`src/rtl/mux_select_sequencer.sv`:
```
// Serializes one accepted 8-bit word by stepping the 8:1 mux select through all
// bit positions, one position per CLK_DIV-cycle bit period, with bit framing.
module mux_select_sequencer #(
  parameter int CLK_DIV   = 1,
  parameter bit MSB_FIRST = 0
) (
  input  logic       clk,
  input  logic       rst,
  input  logic [7:0] in_data,
  input  logic       in_valid,
  output logic       in_ready,
  input  logic       abort,
  output logic [7:0] word,
  output logic [3:0] select,
  output logic       bit_valid,
  output logic       bit_last,
  output logic       done
);

  localparam int DIV_W = $clog2(CLK_DIV) + 1;
  localparam logic [DIV_W-1:0] DIV_LAST = DIV_W'(CLK_DIV - 1);

  typedef enum logic {IDLE, SHIFT} state_t;

  state_t           state_reg;
  logic [DIV_W-1:0] div_cnt_reg;
  logic [2:0]       bit_cnt_reg;
  logic [7:0]       word_reg;
  logic [3:0]       select_reg;
  logic             bit_valid_reg;
  logic             bit_last_reg;
  logic             done_reg;

  logic period_end;
  logic word_end;
  logic accept;

  function automatic logic [3:0] sel_of(input logic [2:0] idx);
    return MSB_FIRST ? {1'b0, 3'd7 - idx} : {1'b0, idx};
  endfunction

  assign period_end = (div_cnt_reg == DIV_LAST);
  assign word_end   = (state_reg == SHIFT) && period_end && (bit_cnt_reg == 3'd7);

  // Ready on the final bit cycle too, so a new word follows with no bubble;
  // an abort on that cycle wins and refuses the offered word.
  assign in_ready = !rst && ((state_reg == IDLE) || (word_end && !abort));
  assign accept   = in_valid && in_ready;

  always_ff @(posedge clk) begin
    if (rst) begin
      state_reg     <= IDLE;
      div_cnt_reg   <= '0;
      bit_cnt_reg   <= '0;
      word_reg      <= '0;
      select_reg    <= '0;
      bit_valid_reg <= 1'b0;
      bit_last_reg  <= 1'b0;
      done_reg      <= 1'b0;
    end else begin
      done_reg <= 1'b0;
      if (accept) begin
        state_reg     <= SHIFT;
        word_reg      <= in_data;
        div_cnt_reg   <= '0;
        bit_cnt_reg   <= '0;
        select_reg    <= sel_of(3'd0);
        bit_valid_reg <= 1'b1;
        bit_last_reg  <= 1'b0;
        done_reg      <= word_end;
      end else if (state_reg == SHIFT) begin
        if (abort || word_end) begin
          state_reg     <= IDLE;
          bit_valid_reg <= 1'b0;
          bit_last_reg  <= 1'b0;
          done_reg      <= !abort;
        end else if (period_end) begin
          div_cnt_reg  <= '0;
          bit_cnt_reg  <= bit_cnt_reg + 3'd1;
          select_reg   <= sel_of(bit_cnt_reg + 3'd1);
          bit_last_reg <= (bit_cnt_reg == 3'd6);
        end else begin
          div_cnt_reg <= div_cnt_reg + DIV_W'(1);
        end
      end
    end
  end

  assign word      = word_reg;
  assign select    = select_reg;
  assign bit_valid = bit_valid_reg;
  assign bit_last  = bit_last_reg;
  assign done      = done_reg;

endmodule

```
`config.mk`:
```
export PLATFORM = sky130hd
export DESIGN_NAME = mux_select_sequencer
export DESIGN_NICKNAME = d
export VERILOG_FILES = /design/src/rtl/mux_select_sequencer.sv
export SDC_FILE = /design/constraint.sdc
export NUM_CORES = 1
export LEC_CHECK = 0
export ABC_AREA = 1
export CORE_MARGIN = 2
export CORE_UTILIZATION = 30
export DETAILED_ROUTE_END_ITERATION = 10
export PLACE_DENSITY = 0.71
export REMOVE_ABC_BUFFERS = 1
export SYNTH_ARGS = -nofsm -noshare
export SYNTH_HDL_FRONTEND = slang
export SYNTH_SLANG_ARGS = --single-unit
```
`constraint.sdc`:
```
create_clock -name clk -period 2.8 [get_ports clk]
set_input_delay 0.56 -clock clk [delete_from_list [all_inputs] [get_ports clk]]
set_output_delay 0.56 -clock clk [all_outputs]
set_load 0.005 [all_outputs]
```
## Yosys cells after proc, flatten, opt, wreduce, memory -nomap -nowiden

Cells that the tools add are included.

- Register bits after elaboration: 16
- Input port bits: 12
- Output and inout port bits: 16
- Logic and storage cells: 43

- Add/sub/neg operators: 2
- Eq/ne operators: 3
- Mux-type cells: 12
- Bitwise logic cells: 3
- Reduce and logical (&&, ||, !) cells: 16

Operators by type and width:

| operator | count |
|---|---|
| $mux W1 | 12 |
| $eq A3 B3 Y1 const B | 2 |
| $reduce_and A2 Y1 | 3 |
| $logic_and A1 B1 Y1 | 5 |
| $reduce_bool A2 Y1 | 2 |
| $add A3 B1 Y3 const B | 1 |
| $not A1 Y1 | 3 |
| $reduce_and A3 Y1 | 1 |
| $logic_not A1 Y1 | 2 |
| $logic_or A1 B1 Y1 | 2 |
| $ne A2 B1 Y1 const B | 1 |
| $reduce_or A2 Y1 | 1 |
| $add A1 B1 Y1 const B | 1 |

## Longest topological paths before layout

- Depth in word-level cells: 9
- Depth in mapped cells: 8
- Mapped depth without buffers: 8

## Worst setup path after synthesis

No wires, ideal clock.

- Kind: register to output
- From: register bit_cnt_reg[1]
- To: output in_ready
- Data arrival time: 1.050 ns
- Required time: 2.240 ns
- Setup slack: 1.190 ns
- Stages on the path, launching flop included: 5
- Buffers on the path: 0
- Cell sequence: dfxtp_1 ha_1 ha_1 nand2_1 a21oi_2

- Word-level cells in the longest chain between the ends: 5

Ends and longest elaborated chain:

| element | line | RTL |
|---|---|---|
| from (decl) | 27 | `logic [2:0] bit_cnt_reg;` |
| from (signal assigned) | 79 | `bit_cnt_reg <= bit_cnt_reg + 3'd1;` |
| $eq A3 B3 Y1 | 43 | `assign word_end = (state_reg == SHIFT) && period_end && (bit_cnt_reg == 3'd7);` |
| $logic_and A1 B1 Y1 | 43 |  |
| $logic_and A1 B1 Y1 | 47 | `assign in_ready = !rst && ((state_reg == IDLE) \|\| (word_end && !abort));` |
| $logic_or A1 B1 Y1 | 47 |  |
| $logic_and A1 B1 Y1 | 47 |  |
| to (decl) | 11 | `output logic in_ready,` |

No other way between the ends.

## Worst setup path after layout

- From: input abort
- To: output in_ready

- Word-level cells in the longest chain between the ends: 4

Ends and longest elaborated chain:

| element | line | RTL |
|---|---|---|
| from (decl) | 12 | `input logic abort,` |
| $logic_not A1 Y1 | 47 |  |
| $logic_and A1 B1 Y1 | 47 |  |
| $logic_or A1 B1 Y1 | 47 |  |
| $logic_and A1 B1 Y1 | 47 |  |

No other way between the ends.

==> flow_results.org <==
** STA
- Setup Viol. Count Final :: 0
- The count of final max-slew check failures came to 0.
- Setup tns final :: 0 ns
- Fin crit period :: 2.393 ns
- Worst Hold Margin :: 0.4644 ns
- Setup slack closes at 0.4071 ns.
- Fraction of the cycle the final worst path needs :: 85.46%
- Between clock sinks in the finished design, the worst skew comes to 0.001903 ns.
- Timing-limited maximum frequency :: 417.9 MHz
- Setup repair after global routing left no endpoint under its margin.
- Hold violation count in the final report :: 0

** CTS
- The number of clock buffers added by TritonCTS is 3.
- Clock Root Buffer :: sky130_fd_sc_hd__clkbuf_4
- Number of H-tree levels :: 1
- The number of hold buffers added after CTS was 0.
- CTS tree :: built
- Clock net sink count :: 15
- Clock Path Buffers :: 2
- Clock latency reported for the late side of the worst-skew pair :: 0.28 ns
- Once the clock tree was built, the setup fixing pass inserted 0 buffers.
- After clock tree synthesis, the repair step resized 0 gates.
- Clock input transition at the sequential cells of the worst setup and hold paths :: 0.09 ns

** Power
- The internal power of the cells totals 0.3218 mW.
- Of the total power, combinational logic draws 16.8%.
- Share of power burned in the clock network :: 28.5%
- IR analysis of the VDD net gives a maximum drop of 256.2 uV.
- Reg power frac :: 54.8%
- For this design the ratio of total power to cell area is 457.2 nW/um2.
- Reported leakage power :: 0.4298 nW
- Net switching power :: 0.1050 mW
- Fraction of power spent switching nets :: 24.61%

** Critical path
- Along the worst path, the maximum fanout reaches 3.
- STA puts the critical path data arrival time at 1.83 ns.
- Master of the slowest instance on the critical path :: sky130_fd_sc_hd__clkdlybuf4s50_1
- Slowest stage delay, CP :: 0.52 ns
- In this run the critical register-to-register path is launched from bit_cnt_reg[0].
- The worst register-to-register path has a depth of 7.
- Data required time at the worst endpoint :: 2.24 ns
- The most numerous cell type found on the critical path is sky130_fd_sc_hd__clkdlybuf4s50_1.
- The most critical setup path has its startpoint at abort.
- The signal on the critical path passes through clkdlybuf4s50_1 > inv_1 > nand2_1 > a21oi_2 > clkdlybuf4s50_1.
- The worst setup path is launched from a primary input.
- Worst Path Buf+Inv :: 3
- Family of cells with the greatest summed delay on the critical path :: buffers and inverters
- Stages on worst setup path :: 5
- Kind of end point of the critical path :: primary output
- The setup path with the least slack is of type primary input to primary output.

** Placed design
- The HPWL after detailed placement is 1.008 mm.
- Prior to clock tree synthesis, the placed netlist has a worst setup slack of 0.4118 ns.
- Placement-stage cell area :: 905.9 um2
- At the end of routability-driven placement, the weighted congestion stood at 0.7487.
- The count of buffers added on input and output ports is 26.

** Synthesis
- Summing the areas of all compound-gate instances in the mapped netlist gives 4.573% of the synthesized area.
- The most used flip-flop cell after synthesis is sky130_fd_sc_hd__dfxtp_1.
- Of all flip-flops after synthesis, the portion carrying an async set or reset was 0%.
- The synthesized netlist devotes 0% of its cell area to XOR and XNOR gates.
- Dividing the synthesized area by the synthesized cell count gives 7.583 um2.
- Top cells by area in the synthesized netlist :: sky130_fd_sc_hd__dfxtp_1, sky130_fd_sc_hd__nand3_1, sky130_fd_sc_hd__nand2_1, sky130_fd_sc_hd__ha_1, sky130_fd_sc_hd__inv_1
- Synthesis produced a netlist whose cell count is 83.
- The synthesized netlist occupies a cell area of 629.4 um2.
- Of the post-synthesis cell area, the part taken by muxes is 0%.
- Sequential share of the synthesized area :: 47.71%
- By area, the combinational part of the netlist is dominated by simple AND/OR/NAND/NOR gates.
- Synthesis instantiated 14 different standard cells from the library.
- Share of Yosys cell area claimed by the top area cell type :: 47.71%
- Count of flip-flops with a built-in enable after synthesis :: 0
- Summed over all instances, the cell type with the most area after synthesis is sky130_fd_sc_hd__dfxtp_1.
- Summing the areas of all fa, ha and maj instances in the mapped netlist gives 5.964% of the synthesized area.
- After Yosys synthesis, and, or, nand and nor cells account for 33.00% of the synthesized area.
- During synthesis, Yosys emitted a total of 0 warnings.
- The synthesized design contains 15 register bits.
- In the post-synthesis netlist, the cell with the most instances is sky130_fd_sc_hd__nand2_1.
- By count the netlist is led by sky130_fd_sc_hd__nand2_1, sky130_fd_sc_hd__nand3_1, sky130_fd_sc_hd__dfxtp_1, sky130_fd_sc_hd__inv_1, sky130_fd_sc_hd__nor2_1.

** Hold path
- The path class of the tightest hold or removal check is register to register.
- The worst hold path passes through 2 cells.
- Start point of the worst hold path :: bit_valid

** Finish
- Synthesis-to-layout area growth :: 48.31%
- Layout cells sized above 1 :: 5.455%
- The register with the most flip-flops in the layout has 8 of them.
- The number of antenna diodes in the final layout is 0.
- Core utilization of the finished layout :: 47.58%
- Final instance area :: 933.4 um2
- The final layout contains 126 nets.

** Global routing
- Largest net degree at the start of global routing :: 12
- Global routing finished with a remaining overflow of 0.
- The first global-routing pass estimated 2.194 mm of wire.
- For this run, the total global-route usage over all layers was measured as 11.59%.
- Antenna violations before repair :: 0
- The number of global-route vias before repair came to 509.

** Floorplan
- Vertical die dimension :: 49.80 um
- Std-Cell Rows :: 16
- Full die area :: 2480 um2
- The initial utilization of the core area, before any placement, comes to 32.08%.
- The die is 49.80 um wide.
- The floorplan step defined a core boundary enclosing 1962 um2.
- Top-level I/O count :: 28

** Drt
- WL/cell :: 9.438 um
- The count of nets left with antenna violations once routing finished came out at 0.
- For this block, the initial DRC count from the detailed router was 5.
- Via count :: 608
- For this run, the detailed router's first-pass iteration total came to 4.
- WL final :: 1.293 mm
- After detailed routing, the number of remaining DRC violations is 0.
- Vias per inst :: 4.438

** Run
- The tool flagged a number of max-cap violations equal to 0.

** Status
- Status :: finished, final reports clean
[routing by layer]
metal	GRT usage, %	vias to the layer above	wire length [um]
met4	6.944	0	36
met1	13.53	260	552
met3	2.727	4	98
li1	-	321	-
met5	0	-	0
met2	19.11	23	606
[cells in the final DEF (no fill, tap or decap), types with 3 or more instances in the layout]
master and count:
sky130_fd_sc_hd__clkbuf_4 3, sky130_fd_sc_hd__clkdlybuf4s50_1 26, sky130_fd_sc_hd__dfxtp_1 15, sky130_fd_sc_hd__ha_1 3, sky130_fd_sc_hd__inv_1 7, sky130_fd_sc_hd__nand2_1 23
sky130_fd_sc_hd__nand3_1 18, sky130_fd_sc_hd__nor2_1 5, sky130_fd_sc_hd__o21ai_0 3
[cells by family (layout without fill, tap and decap cells)]
family                     Yosys count  in the layout
AOI/OAI and AO/OA                    5              5
adders and majority gates            3              3
buffers and inverters               11             38
DFF                                 15             15
other                                1              1
and+or+nand+nor                     48             48
[area by class of cell]
class	count	area (um2)
Fill cell	207	1028
Multi-Input combinational cell	57	277.8
Clock buffer	3	22.52
Timing Repair Buffer	27	267.8
Inverter	7	26.28
Sequential cell	15	300.3
Tap cell	27	33.78
Clock inverter	1	5.005
[final timing paths]
| check | to | slack (ns) |
|---|---|---|
| max | in_ready | 0.41 |
| min | bit_valid | 0.46 |
| max reg2reg | bit_cnt_reg[0] | 1.21 |
| min reg2reg | bit_valid | 0.46 |
[power groups by stage]
stage | clock [mW] | sequential [mW] | combinational (mW)
after detailed placement | 0 | 0.239 | 0.0725
after floorplan | 0 | 0.239 | 0.0223
after global placement | 0 | 0.239 | 0.0715
final | 0.121 | 0.234 | 0.0716
after CTS | 0.125 | 0.234 | 0.0729
after global routing | 0.139 | 0.236 | 0.0798
[worst register-to-register path, delay by kind of cell (launching register included)]
family,cells,cell delay (ns)
fa+ha+maj,2,0.36
flops,1,0.39
simple gates,5,0.75
[through the flow]
stage | power [mW] | instances
after global placement | 0.3102 | 133
after CTS | 0.4316 | 137
final | 0.4268 | 137
after floorplan | 0.2614 | 79
after global routing | 0.4542 | 137
after detailed placement | 0.3116 | 133
No activity file was read; power rests on OpenSTA's default activity.
